**src/rtl/ccff_chain_loader.sv**
```systemverilog
// Serialises valid/ready bitstream words MSB-first onto the configuration chain head.
// Optional readback of the outgoing chain contents is enabled with CCFF_READBACK_EN.
module ccff_chain_loader #(
   parameter int DATA_W    = 32,
   parameter int CHAIN_LEN = 8,
   parameter int CNT_W     = 16
) (
   input  logic              prog_clk,
   input  logic              prog_reset,
   input  logic              start,
   input  logic [DATA_W-1:0] s_data,
   input  logic              s_valid,
   output logic              s_ready,
   output logic              ccff_head,
   output logic              ccff_shift_en,
   input  logic              ccff_tail,
   output logic              busy,
   output logic              done
`ifdef CCFF_READBACK_EN
   ,
   output logic [DATA_W-1:0] rb_data,
   output logic              rb_valid
`endif
);

   localparam int WB_W = $clog2(DATA_W + 1);

   typedef enum logic [1:0] {IDLE, FETCH, SHIFT, DONE} state_t;

   state_t            state;
   logic [DATA_W-1:0] word_reg;
   logic [WB_W-1:0]   word_bits;
   logic [CNT_W-1:0]  bits_left;
   logic              last_bit;

   always_comb begin
      last_bit = (bits_left == CNT_W'(1));
   end

   // Registered outputs always describe the bit currently presented to the chain;
   // s_ready rises in the cycle the last bit of a word is shown so the next word follows without a bubble.
   always_ff @(posedge prog_clk) begin
      if (prog_reset) begin
         state         <= IDLE;
         s_ready       <= 1'b0;
         ccff_head     <= 1'b0;
         ccff_shift_en <= 1'b0;
         busy          <= 1'b0;
         done          <= 1'b0;
         word_reg      <= '0;
         word_bits     <= '0;
         bits_left     <= '0;
      end else begin
         done <= 1'b0;
         unique case (state)
            IDLE: begin
               ccff_shift_en <= 1'b0;
               if (start) begin
                  state     <= FETCH;
                  busy      <= 1'b1;
                  s_ready   <= 1'b1;
                  bits_left <= CNT_W'(CHAIN_LEN);
                  word_bits <= '0;
               end
            end
            FETCH, SHIFT: begin
               if (bits_left == '0) begin
                  state         <= DONE;
                  s_ready       <= 1'b0;
                  ccff_shift_en <= 1'b0;
                  busy          <= 1'b0;
                  done          <= 1'b1;
               end else if (word_bits != '0) begin
                  state         <= SHIFT;
                  ccff_head     <= word_reg[DATA_W-1];
                  ccff_shift_en <= 1'b1;
                  word_reg      <= word_reg << 1;
                  word_bits     <= word_bits - WB_W'(1);
                  bits_left     <= bits_left - CNT_W'(1);
                  s_ready       <= (word_bits == WB_W'(1)) && !last_bit;
               end else if (s_valid && s_ready) begin
                  state         <= SHIFT;
                  ccff_head     <= s_data[DATA_W-1];
                  ccff_shift_en <= 1'b1;
                  word_reg      <= s_data << 1;
                  word_bits     <= WB_W'(DATA_W - 1);
                  bits_left     <= bits_left - CNT_W'(1);
                  s_ready       <= (DATA_W == 1) && !last_bit;
               end else begin
                  state         <= FETCH;
                  ccff_shift_en <= 1'b0;
               end
            end
            DONE: begin
               state <= IDLE;
            end
            default: begin
               state <= IDLE;
            end
         endcase
      end
   end

`ifdef CCFF_READBACK_EN
   localparam int RB_W = $clog2(DATA_W + 1);

   logic [DATA_W-1:0] rb_shift;
   logic [DATA_W-1:0] rb_next;
   logic [RB_W-1:0]   rb_cnt;
   logic [RB_W-1:0]   rb_cnt_next;
   logic              rb_flush;

   // bits_left is zero exactly while the final bit of the load is enabled.
   always_comb begin
      rb_next     = (rb_shift << 1) | DATA_W'(ccff_tail);
      rb_cnt_next = rb_cnt + RB_W'(1);
      rb_flush    = (rb_cnt_next == RB_W'(DATA_W)) || (bits_left == '0);
   end

   always_ff @(posedge prog_clk) begin
      if (prog_reset) begin
         rb_shift <= '0;
         rb_cnt   <= '0;
         rb_data  <= '0;
         rb_valid <= 1'b0;
      end else begin
         rb_valid <= 1'b0;
         if (ccff_shift_en) begin
            if (rb_flush) begin
               rb_data  <= rb_next << (RB_W'(DATA_W) - rb_cnt_next);
               rb_valid <= 1'b1;
               rb_shift <= '0;
               rb_cnt   <= '0;
            end else begin
               rb_shift <= rb_next;
               rb_cnt   <= rb_cnt_next;
            end
         end
      end
   end
`else
   logic tail_unused;
   always_comb begin
      tail_unused = ccff_tail;
   end
`endif

endmodule

```
**config.mk**
```make
export PLATFORM = sky130hd
export DESIGN_NAME = ccff_chain_loader
export DESIGN_NICKNAME = d
export VERILOG_FILES = /design/src/rtl/ccff_chain_loader.sv
export SDC_FILE = /design/constraint.sdc
export NUM_CORES = 1
export LEC_CHECK = 0
export BUFFER_PORTS_ARGS = -buffer_cell sky130_fd_sc_hd__buf_2
export CAP_MARGIN = 10
export CORE_UTILIZATION = 45
export DETAILED_ROUTE_END_ITERATION = 10
export GPL_TIMING_DRIVEN = 0
export HOLD_SLACK_MARGIN = 0.08
export PLACE_DENSITY_LB_ADDON = 0.15
export SYNTH_ARGS = -nofsm -noshare
export SYNTH_HDL_FRONTEND = slang
export SYNTH_SLANG_ARGS = --single-unit
```
**constraint.sdc**
```tcl
create_clock -name prog_clk -period 2.85 [get_ports prog_clk]
set_input_delay 0.285 -clock prog_clk [delete_from_list [all_inputs] [get_ports prog_clk]]
set_output_delay 0.285 -clock prog_clk [all_outputs]
set_load 0.005 [all_outputs]
```
==> impl_metrics.csv <==
group,metric,value,unit
timing,setup_viol,0,
clocking,cts_root_buffer,"clkbuf_8",
run,cap_violations,0,
global_route,track_usage,22.1,%
logic_synthesis,mappedNetlistNets,409,
timing,min_period,2540,ps
timing,rsz0062_at_grt,"no",
floorplanning,initial_utilization,47.9,%
clocking,cts_hold_buf,0,
critical_path,endpoint_kind,"flop",
power,p_leak,1.32,nW
logic_synthesis,synth_seq_cells,60,
layout,multiInputGateArea,1590,sq um
power,power_density,1470,nW/um^2
drt,drt_iter0_markers,161,
global_route,grt_pass1_wl,11500,um
logic_synthesis,avgSynthCellArea,8.07,sq um
logic_synthesis,syn_area,2920,sq um
clocking,clk_pin_slew,70,ps
layout,seq_area,1200,sq um
place,portBuffers,39,
critical_path,required,3090,ps
layout,final_core_util,55.9,%
global_route,grt_pass1_vias,2499,
place,pre_cts_slack,163,ps
drt,wl_per_cell,14.3,um
critical_path,critPathKind,"flop to flop",
drt,drc,0,
clocking,cts.path.max_buffers,2,
power,ir_worst_vdd,0.643,mV
logic_synthesis,async_flop_share,0,%
timing,tightest_slew,744,ps
floorplanning,coreArea,6100,sq um
timing,hold_viol_final,0,
logic_synthesis,yosysWarnings,0,
clocking,numCtsBuffers,9,
timing,timing.final.crit_share,89.2,%
drt,via_per_inst,5.67,
layout,finalInstanceArea,3410,sq um
drt,dr.pass1.iters,5,
floorplanning,die_h,82.6,um
hold_path,hold_class,"input port to flop",
critical_path,cp.arrival,2790,ps
global_route,grt_max_degree,11,
logic_synthesis,synth_cells,362,
logic_synthesis,synth_top_flop_cell,"dfxtp_1",
status,run_status,"completed",
layout,fillCellCount,599,
layout,num-nets-final,461,
logic_synthesis,synth_seq_area_share,41.1,%
drt,vias,2801,
timing,setup-tns-final,0,ps
layout,insertedDiodeCount,0,
critical_path,crit_path_max_fanout,10,
timing,finalClockSkew,8.66,ps
logic_synthesis,synth_cell_type_count,48,
floorplanning,ioPinCount,42,
clocking,clkLatencyLatePin,330,ps
floorplanning,die_x,82.6,um
layout,syn_to_final_growth,16.7,%
floorplanning,rows,28,
place,gp_congestion,0.793,
layout,largest_reg_flops,31,
timing,relSlewSlack,50.3,%
critical_path,critPathLaunchType,"flop",
place,placed_area,3210,sq um
drt,finalWirelength,7070,um
timing,finalMaxSlewViolations,0,
place,place_hpwl,4950,um
timing,max_freq,393,MHz
timing,setup_ws,308,ps
floorplanning,die_area,6820,sq um
logic_synthesis,synth_edf_count,0,
clocking,cts.sinks,60,
drt,final_antenna_net_count,0,
clocking,htree_levels,3,
clocking,cts_tree,"done",
layout,drive_gt1_share,17.4,%
global_route,grt_overflow_total,0,
global_route,antenna_found_initial,0,
[what timing repair did]
item                       4_1_cts  5_1_grt
resized for setup                0        6
setup endpoints to repair        0       30
buffers inserted                 0        2
[cell families after synthesis]
family,count (synthesis),share of synthesized area (%)
flops,60,41.1
mux,4,1.37
buf+inv,33,4.88
xor+xnor,2,0.600
compound gates,82,20.7
simple gates,171,27.0
fa+ha+maj,10,4.28
[cells in the final DEF (no fill, tap or decap), types with 8 or more instances in the layout]
master	count
nor2_1	48
a21oi_1	19
clkbuf_8	10
buf_2	39
inv_1	8
a311oi_1	36
ha_1	10
nand2_1	77
clkbuf_1	21
dfxtp_1	60
[metal layers]
metal | wire length (um) | GRT usage [%]
met5 | 0 | 0
met2 | 3180 | 34.1
met1 | 3430 | 30.0
met4 | 79 | 9.48
met3 | 375 | 4.07
[worst max-delay path, cell delays in order (launching register included)]
cell      delay, ps
dfxtp_1         380
inv_1            80
ha_1            290
buf_4           160
mux2i_1         290
a21oi_1         120
a22oi_2         260
clkbuf_1        380
buf_6           200
nor2_1           50
a211oi_1        220
[where the power goes]
part	total, W	internal (W)	switching [W]
combinational	0.00284	0.00113	0.00171
clock	0.000674	0.000333	0.000341
sequential	0.00150	0.00123	0.000267
[through the flow]
stage	instances	hold WS (ps)	total power, W
after global routing	494	208	0.00544
after detailed placement	476	461	0.00423
final	494	207	0.00502
after floorplan	362	432	0.00357
after global placement	476	458	0.00416
after CTS	492	201	0.00491
[final timing paths]
| path | cells after the start | from | to | slack [ps] |
|---|---|---|---|---|
| max | 10 | state[0]$_SDFFE_PP0P_ | word_bits[4]$_SDFFE_PP0P_ | 310 |
| min | 3 | s_data[4] | word_reg[5]$_SDFFE_PP0P_ | 210 |
| max reg2reg | 10 | state[0]$_SDFFE_PP0P_ | word_bits[4]$_SDFFE_PP0P_ | 310 |
| min reg2reg | 2 | word_reg[1]$_SDFFE_PP0P_ | word_reg[1]$_SDFFE_PP0P_ | 470 |
[cells in the mapped netlist (all sizes together) (2+ instances only)]
cell type   n  area, sq um
nor2       48          180
nand2      77          289
a311oi     36          315
nand3       3         15.0
nand2b      6         37.5
o31ai       4         30.0
nor3        4         20.0
or4         7         62.6
nor2b       4         25.0
nor4        4         25.0
clkbuf     22         82.6
dfxtp      60         1200
o21ai       7         35.0
ha         10          125
o41ai       2         17.5
inv         8         30.0
or3         8         57.6
a211oi      3         22.5
mux2i       4         40.0
or4b        2         20.0
buf         3         30.0
a21oi      19         95.1
nand4       2         12.5
[layout make-up]
class	count	area share, %
tap	75	2.75
inverter	8	0.881
clock buffer	11	4.15
sequential	60	35.2
clock inverter	5	0.808
buffer	25	3.38
timing repair buffer	41	6.17
multi-input combinational	269	46.6
No activity file was read; power rests on OpenSTA's default activity.
